$ cat config.mk
export PLATFORM = sky130hd
export DESIGN_NAME = pixel_mem_ctrl
export DESIGN_NICKNAME = d
export VERILOG_FILES = /design/src/rtl/pixel_mem_ctrl_pkg.sv /design/src/rtl/pixel_mem_ctrl_tap_skid_fifo.sv /design/src/rtl/pixel_mem_ctrl.sv
export SDC_FILE = /design/constraint.sdc
export NUM_CORES = 1
export LEC_CHECK = 0
export ABC_AREA = 1
export BUFFER_PORTS_ARGS = -buffer_cell sky130_fd_sc_hd__buf_4
export CAP_MARGIN = 30
export CORE_AREA = 2 2 170 172
export DETAILED_ROUTE_END_ITERATION = 16
export DIE_AREA = 0 0 172 174
export HOLD_SLACK_MARGIN = 0.03
export MAX_ROUTING_LAYER = met4
export SYNTH_ARGS = -nofsm -noshare
export SYNTH_HDL_FRONTEND = slang
export SYNTH_SLANG_ARGS = --single-unit
$ cat constraint.sdc
create_clock -name i_clk -period 3.55 [get_ports i_clk]
set_input_delay 0.355 -clock i_clk [delete_from_list [all_inputs] [get_ports i_clk]]
set_output_delay 0.355 -clock i_clk [all_outputs]
set_load 0.03 [all_outputs]
$ cat src/rtl/pixel_mem_ctrl_pkg.sv
// Shared types and constants for the pixel memory sequencer.
package pixel_ctrl_pkg;
  localparam int IMG_DIM     = 32;
  localparam int KSIZE       = 3;
  localparam int PLANE_WORDS = 1024;
  localparam int LOAD_WORDS  = 3072;

  typedef enum logic [1:0] {ST_IDLE, ST_LOAD, ST_SWEEP, ST_DRAIN} ctrl_state_e;

  typedef struct packed {
    logic [47:0] data;
    logic [3:0]  idx;
    logic        last;
  } tap_t;

  function automatic logic [3:0] tap_index(input logic [1:0] dy, input logic [1:0] dx);
    return {2'b0, dy} * 4'd3 + {2'b0, dx};
  endfunction
endpackage

$ cat src/rtl/pixel_mem_ctrl_tap_skid_fifo.sv
// 2-entry skid FIFO of taps; head is presented combinationally from storage.
module tap_skid_fifo
  import pixel_ctrl_pkg::*;
(
  input  logic       i_clk,
  input  logic       i_rst,
  input  logic       i_push,
  input  logic       i_pop,
  input  tap_t       i_din,
  output tap_t       o_dout,
  output logic [1:0] o_count
);
  tap_t       r_mem [2];
  logic       r_wp, r_rp;
  logic [1:0] r_cnt;
  logic       w_push, w_pop;

  assign w_pop  = i_pop && (r_cnt != 2'd0);
  assign w_push = i_push && ((r_cnt != 2'd2) || w_pop);

  always_ff @(posedge i_clk) begin
    if (i_rst) begin
      r_mem[0] <= '0;
      r_mem[1] <= '0;
      r_wp     <= 1'b0;
      r_rp     <= 1'b0;
      r_cnt    <= 2'd0;
    end else begin
      if (w_push) begin
        r_mem[r_wp] <= i_din;
        r_wp        <= ~r_wp;
      end
      if (w_pop) r_rp <= ~r_rp;
      case ({w_push, w_pop})
        2'b10:   r_cnt <= r_cnt + 2'd1;
        2'b01:   r_cnt <= r_cnt - 2'd1;
        default: r_cnt <= r_cnt;
      endcase
    end
  end

  assign o_dout  = r_mem[r_rp];
  assign o_count = r_cnt;
endmodule

$ cat src/rtl/pixel_mem_ctrl.sv
// Load/sweep sequencer for the 32x32x3 pixel memory feeding 3x3 taps to the conv engine.
// Optional zero-padded full-frame sweep is enabled by defining PIXEL_ZERO_PAD_EN.
module pixel_mem_ctrl
  import pixel_ctrl_pkg::*;
#(
  parameter int DATA_W = 16
) (
  input  logic              i_clk,
  input  logic              i_rst,
  input  logic              i_start,
  input  logic              i_in_valid,
  output logic              o_in_ready,
  input  logic [DATA_W-1:0] i_in_data,
  output logic              o_write_pixel_signal,
  output logic [15:0]       o_write_pixel_addr,
  output logic [DATA_W-1:0] o_write_pixel_data,
  output logic              o_read_pixel_signal,
  output logic [15:0]       o_read_pixel_addr,
  input  logic [47:0]       i_read_pixel_data,
  output logic              o_tap_valid,
  input  logic              i_tap_ready,
  output logic [47:0]       o_tap_data,
  output logic [3:0]        o_tap_idx,
  output logic              o_win_last,
  output logic              o_busy,
  output logic              o_done
);
  ctrl_state_e r_state;
  logic [11:0] r_ld_cnt;
  logic [4:0]  r_oy, r_ox;
  logic [1:0]  r_dy, r_dx;
  logic        r_done;

  logic        w_accept, w_pop, w_slot, w_inb, w_last_tap;
  logic [4:0]  w_row, w_col;
  logic [1:0]  w_cnt;
  tap_t        w_head, w_push_tap;

`ifdef PIXEL_ZERO_PAD_EN
  localparam logic [4:0] WIN_MAX = 5'(IMG_DIM - 1);
  // Positions are 1-based here so that coordinate -1 maps to 0 without going signed.
  logic [5:0] w_rpos, w_cpos;
  assign w_rpos = {1'b0, r_oy} + {4'b0, r_dy};
  assign w_cpos = {1'b0, r_ox} + {4'b0, r_dx};
  assign w_inb  = (w_rpos != 6'd0) && (w_rpos <= 6'(IMG_DIM)) &&
                  (w_cpos != 6'd0) && (w_cpos <= 6'(IMG_DIM));
  assign w_row  = 5'(w_rpos - 6'd1);
  assign w_col  = 5'(w_cpos - 6'd1);
`else
  localparam logic [4:0] WIN_MAX = 5'(IMG_DIM - KSIZE);
  assign w_inb = 1'b1;
  assign w_row = r_oy + {3'b0, r_dy};
  assign w_col = r_ox + {3'b0, r_dx};
`endif

  assign w_accept   = (r_state == ST_LOAD) && i_in_valid;
  assign w_pop      = i_tap_ready && (w_cnt != 2'd0);
  // Issue only if the buffer has room once this cycle's pop is accounted for.
  assign w_slot     = (r_state == ST_SWEEP) && ((w_cnt < 2'd2) || w_pop);
  assign w_last_tap = (r_oy == WIN_MAX) && (r_ox == WIN_MAX) && (r_dy == 2'd2) && (r_dx == 2'd2);

  assign w_push_tap.data = w_inb ? i_read_pixel_data : 48'd0;
  assign w_push_tap.idx  = tap_index(r_dy, r_dx);
  assign w_push_tap.last = w_last_tap;

  tap_skid_fifo u_fifo (
    .i_clk   (i_clk),
    .i_rst   (i_rst),
    .i_push  (w_slot),
    .i_pop   (w_pop),
    .i_din   (w_push_tap),
    .o_dout  (w_head),
    .o_count (w_cnt)
  );

  always_ff @(posedge i_clk) begin
    if (i_rst) begin
      r_state  <= ST_IDLE;
      r_ld_cnt <= '0;
      r_oy     <= '0;
      r_ox     <= '0;
      r_dy     <= '0;
      r_dx     <= '0;
      r_done   <= 1'b0;
    end else begin
      r_done <= 1'b0;
      case (r_state)
        ST_IDLE: if (i_start) begin
          r_state  <= ST_LOAD;
          r_ld_cnt <= '0;
        end
        ST_LOAD: if (w_accept) begin
          if (r_ld_cnt == 12'(LOAD_WORDS - 1)) begin
            r_ld_cnt <= '0;
            r_state  <= ST_SWEEP;
          end else begin
            r_ld_cnt <= r_ld_cnt + 12'd1;
          end
        end
        ST_SWEEP: if (w_slot) begin
          if (w_last_tap) r_state <= ST_DRAIN;
          // dx fastest, then dy, ox, oy; all wrap to zero after the final tap.
          if (r_dx != 2'd2) r_dx <= r_dx + 2'd1;
          else begin
            r_dx <= '0;
            if (r_dy != 2'd2) r_dy <= r_dy + 2'd1;
            else begin
              r_dy <= '0;
              if (r_ox != WIN_MAX) r_ox <= r_ox + 5'd1;
              else begin
                r_ox <= '0;
                r_oy <= (r_oy == WIN_MAX) ? 5'd0 : r_oy + 5'd1;
              end
            end
          end
        end
        ST_DRAIN: if (w_pop && w_head.last) begin
          r_state <= ST_IDLE;
          r_done  <= 1'b1;
        end
        default: r_state <= ST_IDLE;
      endcase
    end
  end

  assign o_in_ready           = (r_state == ST_LOAD);
  assign o_write_pixel_signal = w_accept;
  assign o_write_pixel_addr   = w_accept ? {4'b0, r_ld_cnt} : 16'd0;
  assign o_write_pixel_data   = w_accept ? i_in_data : '0;
  assign o_read_pixel_signal  = w_slot && w_inb;
  assign o_read_pixel_addr    = (w_slot && w_inb) ? {6'b0, w_row, w_col} : 16'd0;
  assign o_tap_valid          = (w_cnt != 2'd0);
  assign o_tap_data           = w_head.data;
  assign o_tap_idx            = w_head.idx;
  assign o_win_last           = w_head.last && (w_cnt != 2'd0);
  assign o_busy               = (r_state == ST_LOAD) || (r_state == ST_SWEEP);
  assign o_done               = r_done;
endmodule

==> impl_results.md <==
- Startpoint of the most critical hold path: i_rst
- Instance count along the most critical hold path: 2
- Average wire per standard cell: 12.74 um
- Area of the mapped netlist: 6922 um2
- Worst Setup End Kind: primary output
- Cells after DPL: 1222
- Die extent in y: 174 um
- PostCTS Resize Cnt: 0
- Least setup slack across all paths after layout: 0.8874 ns
- Arrival time reported for the critical path endpoint: 2.31 ns
- FF-to-FF End: u_fifo.r_mem[0][18]
- Skew-Pair Late Insertion Delay: 0.42 ns
- Register-to-register path setup slack: 1.37 ns
- Instance area at placement: 8501 um2
- Worst hold slack after final layout: 0.2139 ns
- Total vias in the final route: 5033
- Final Instance Area: 9100 um2
- Final TNS setup: 0 ns
- Floorplan Core Area: 28240 um2
- Clock input transition at the sequential cells of the worst setup and hold paths: 0.06 ns
- Vias in the first global route: 4998
- CTS Hold Bufs: 0
- Post-DP HPWL: 10.55 mm
- Post-synth EDFFs: 106
- Hold crit path type: in -> reg
- CTS tree: built
- First-pass iteration count of the detailed router: 4
- Net count reported at finish: 950
- Clock sink total: 140
- Violation count after the first detailed-route iteration: 309
- Post-Syn Area per Cell: 10.02 um2
- Run status: complete, no violations
- Number of maximum-capacitance constraint violations: 0
- Final weighted congestion in routability-driven placement: 0.7658
- Cell at the root of the clock tree: clkbuf_16
- Area of the die: 29930 um2
- Starting Density: 24.51%
- Antenna violation net count after detailed routing: 0
- Top library cells by usage in the layout, fill and taps aside: 175 x nor2_1, 170 x buf_4, 110 x inv_1
- Cell types occupying the most area after synthesis: edfxtp_1 46%, dfxtp_1 9.8%, nor2_1 9.5%
- Pin count of the biggest net entering global routing: 55
- Flop and latch count out of synthesis: 140
- Maximum fanout count along the critical path: 29
- Remaining DRCs: 0
- Static leakage power: 3.973 nW
- Max-slew violation count: 0
- Skew final: 0.008076 ns
- Post-synth cell types: 35
- Total power density per cell area: 621.8 nW/um2
- Transition at the pin with the smallest max-transition slack: 0.9591 ns
- Worst-case headroom to the max-slew limit: 35.91%
- Most used flip-flop cell after synthesis: edfxtp_1
- Final worst path period need: 2.663 ns
- Worst flop-to-flop path startpoint: r_state[0]
- Max IR drop VDD: 0.2856 mV
- Number of levels in the clock H-tree: 4
- Buffers and inverters on the worst path: 2
- Portion of the clock cycle consumed by the worst path in the final layout: 75.00%
- Worst hold endpoint: r_oy[2]
- Ratio of routed vias to standard cells: 4.014
- Congestion Overflow GR: 0
- Ports: 176
- Top cell family by delay on the critical path: simple AND/OR/NAND/NOR gates
- Sort of element at the start of the critical path: register
- Bufs on Longest Clock Path: 2
- Share of post-route cells with drive strength above 1: 32.07%
- First-pass GRT wire length: 24.68 mm
- Number of antenna violations at the first check in global routing: 0
- Gate Count Post-Synth: 691
- Portion of synthesized cell area occupied by the leading cell type: 45.99%
- Warning count from the yosys run: 0
- Sum of routed wire length over all layers: 15.98 mm
- Final Instance Count excl. Fillers: 1254
- Cts bufs inserted: 17
- CP max stage cell: nand2_1
- Most area-hungry cell type in the Yosys netlist: edfxtp_1
- Most common cell after layout, fill and taps aside: nor2_1
- Critical path start-end classification: reg -> out
- Achievable clock frequency: 375.6 MHz
- Largest stage delay on the critical path: 0.58 ns
- Endpoints failing hold: 0
- Path depth of the worst reg2reg path: 7
- Post-Place Setup Slack: 1.324 ns
- Required time at the endpoint of the critical path: 3.19 ns
- Setup fix buffers added after clock tree synthesis: 0
- Synth async-reset ratio: 0%
- Diode insertion count for antenna repair: 0
- Total global routing track utilization: 10.97%
- RSZ-0062 raised after global routing: false
- Row Count: 62
- Final setup violating endpoints: 0
- Layout overhead on the synthesized area: 31.47%
- Worst-path cell chain: inv_1, ha_1, nand2_1, nor2_1, buf_4
- Die outline width: 172 um
- Number of port buffers: 165
- Seq/Total Area, Yosys: 55.82%
-- flip-flops by register name (all words and copies together) (netlist names), named ones only --
| register | flops |
|---|---|
| r_ox | 5 |
| r_dy | 2 |
| r_state | 2 |
| r_dx | 2 |
| o_done | 1 |
| r_ld_cnt | 12 |
| r_oy | 5 |
| u_fifo.r_mem | 106 |
| u_fifo.r_rp | 1 |
| u_fifo.o_count | 2 |
| u_fifo.r_wp | 1 |
-- routing by layer --
metal / vias up / global-route usage [%] / share of wire, % / routed length [um]
met5: - / - / 0 / 0
met4: 0 / 3.501 / 1.3 / 213
met3: 17 / 2.641 / 5.9 / 942
met2: 140 / 18.41 / 49 / 7801
met1: 2343 / 12.89 / 44 / 7020
li1: 2533 / - / - / -
-- where the power goes --
| part | switching [mW] | internal, mW |
|---|---|---|
| clock network | 0.762 | 1.06 |
| registers | 0.0924 | 1.98 |
| logic | 1.12 | 0.642 |
| total | 1.97 | 3.69 |
-- area by class of cell --
type / instances / area [um2]
inverters: 114 / 427.9
fillers: 2960 / 19140
multi-input cells: 414 / 2451
repair buffers: 170 / 1276
clock inverters: 15 / 173.9
flip-flops and latches: 140 / 3865
clock buffers: 17 / 425.4
well taps: 384 / 480.5
-- Yosys cell counts (all sizes together) (5+ instances only) --
library cell / instances
a21oi: 28
buf: 27
clkbuf: 5
dfxtp: 34
edfxtp: 106
ha: 20
inv: 114
mux2: 52
nand2: 56
nand3: 17
nor2: 184
nor3: 7
o21ai: 13
xor2: 7
-- worst max path at each step --
| stage | startpoint | end | slack (ns) | cells past startpoint |
|---|---|---|---|---|
| 2_1_floorplan | r_state[0] | u_fifo.r_mem[1][0] | 0.75 | 7 |
| 3_3_place_gp | r_state[1] | o_write_pixel_addr[2] | 1.34 | 5 |
| 3_5_place_dp | r_state[0] | u_fifo.r_mem[0][20] | 1.32 | 7 |
| 4_1_cts | r_state[1] | o_write_pixel_addr[6] | 0.85 | 5 |
| 5_1_grt | r_state[1] | o_write_pixel_addr[6] | 0.66 | 5 |
| 6_report | r_state[1] | o_write_pixel_addr[6] | 0.89 | 5 |
-- per-stage QoR --
stage,util (%),power [mW]
after floorplan,-,3.312
final,32.23,5.658
after detailed placement,30.10,3.904
after global placement,30.10,3.887
after CTS,32.23,5.749
after global routing,32.23,5.963
-- kinds of logic (layout without fill, tap and decap cells) --
family / Yosys count / after routing / synth area share, %
AOI/OAI and AO/OA: 46 / 46 / 3.597
xor gates and xnor gates: 10 / 10 / 1.265
adders and majority gates: 24 / 24 / 4.772
buffers and inverters: 146 / 316 / 9.327
DFF: 140 / 140 / 55.82
muxes: 52 / 52 / 8.460
other: 1 / 10 / 0.05418
and+or+nand+nor: 272 / 272 / 16.70
Power figures use the tool's default switching activity.
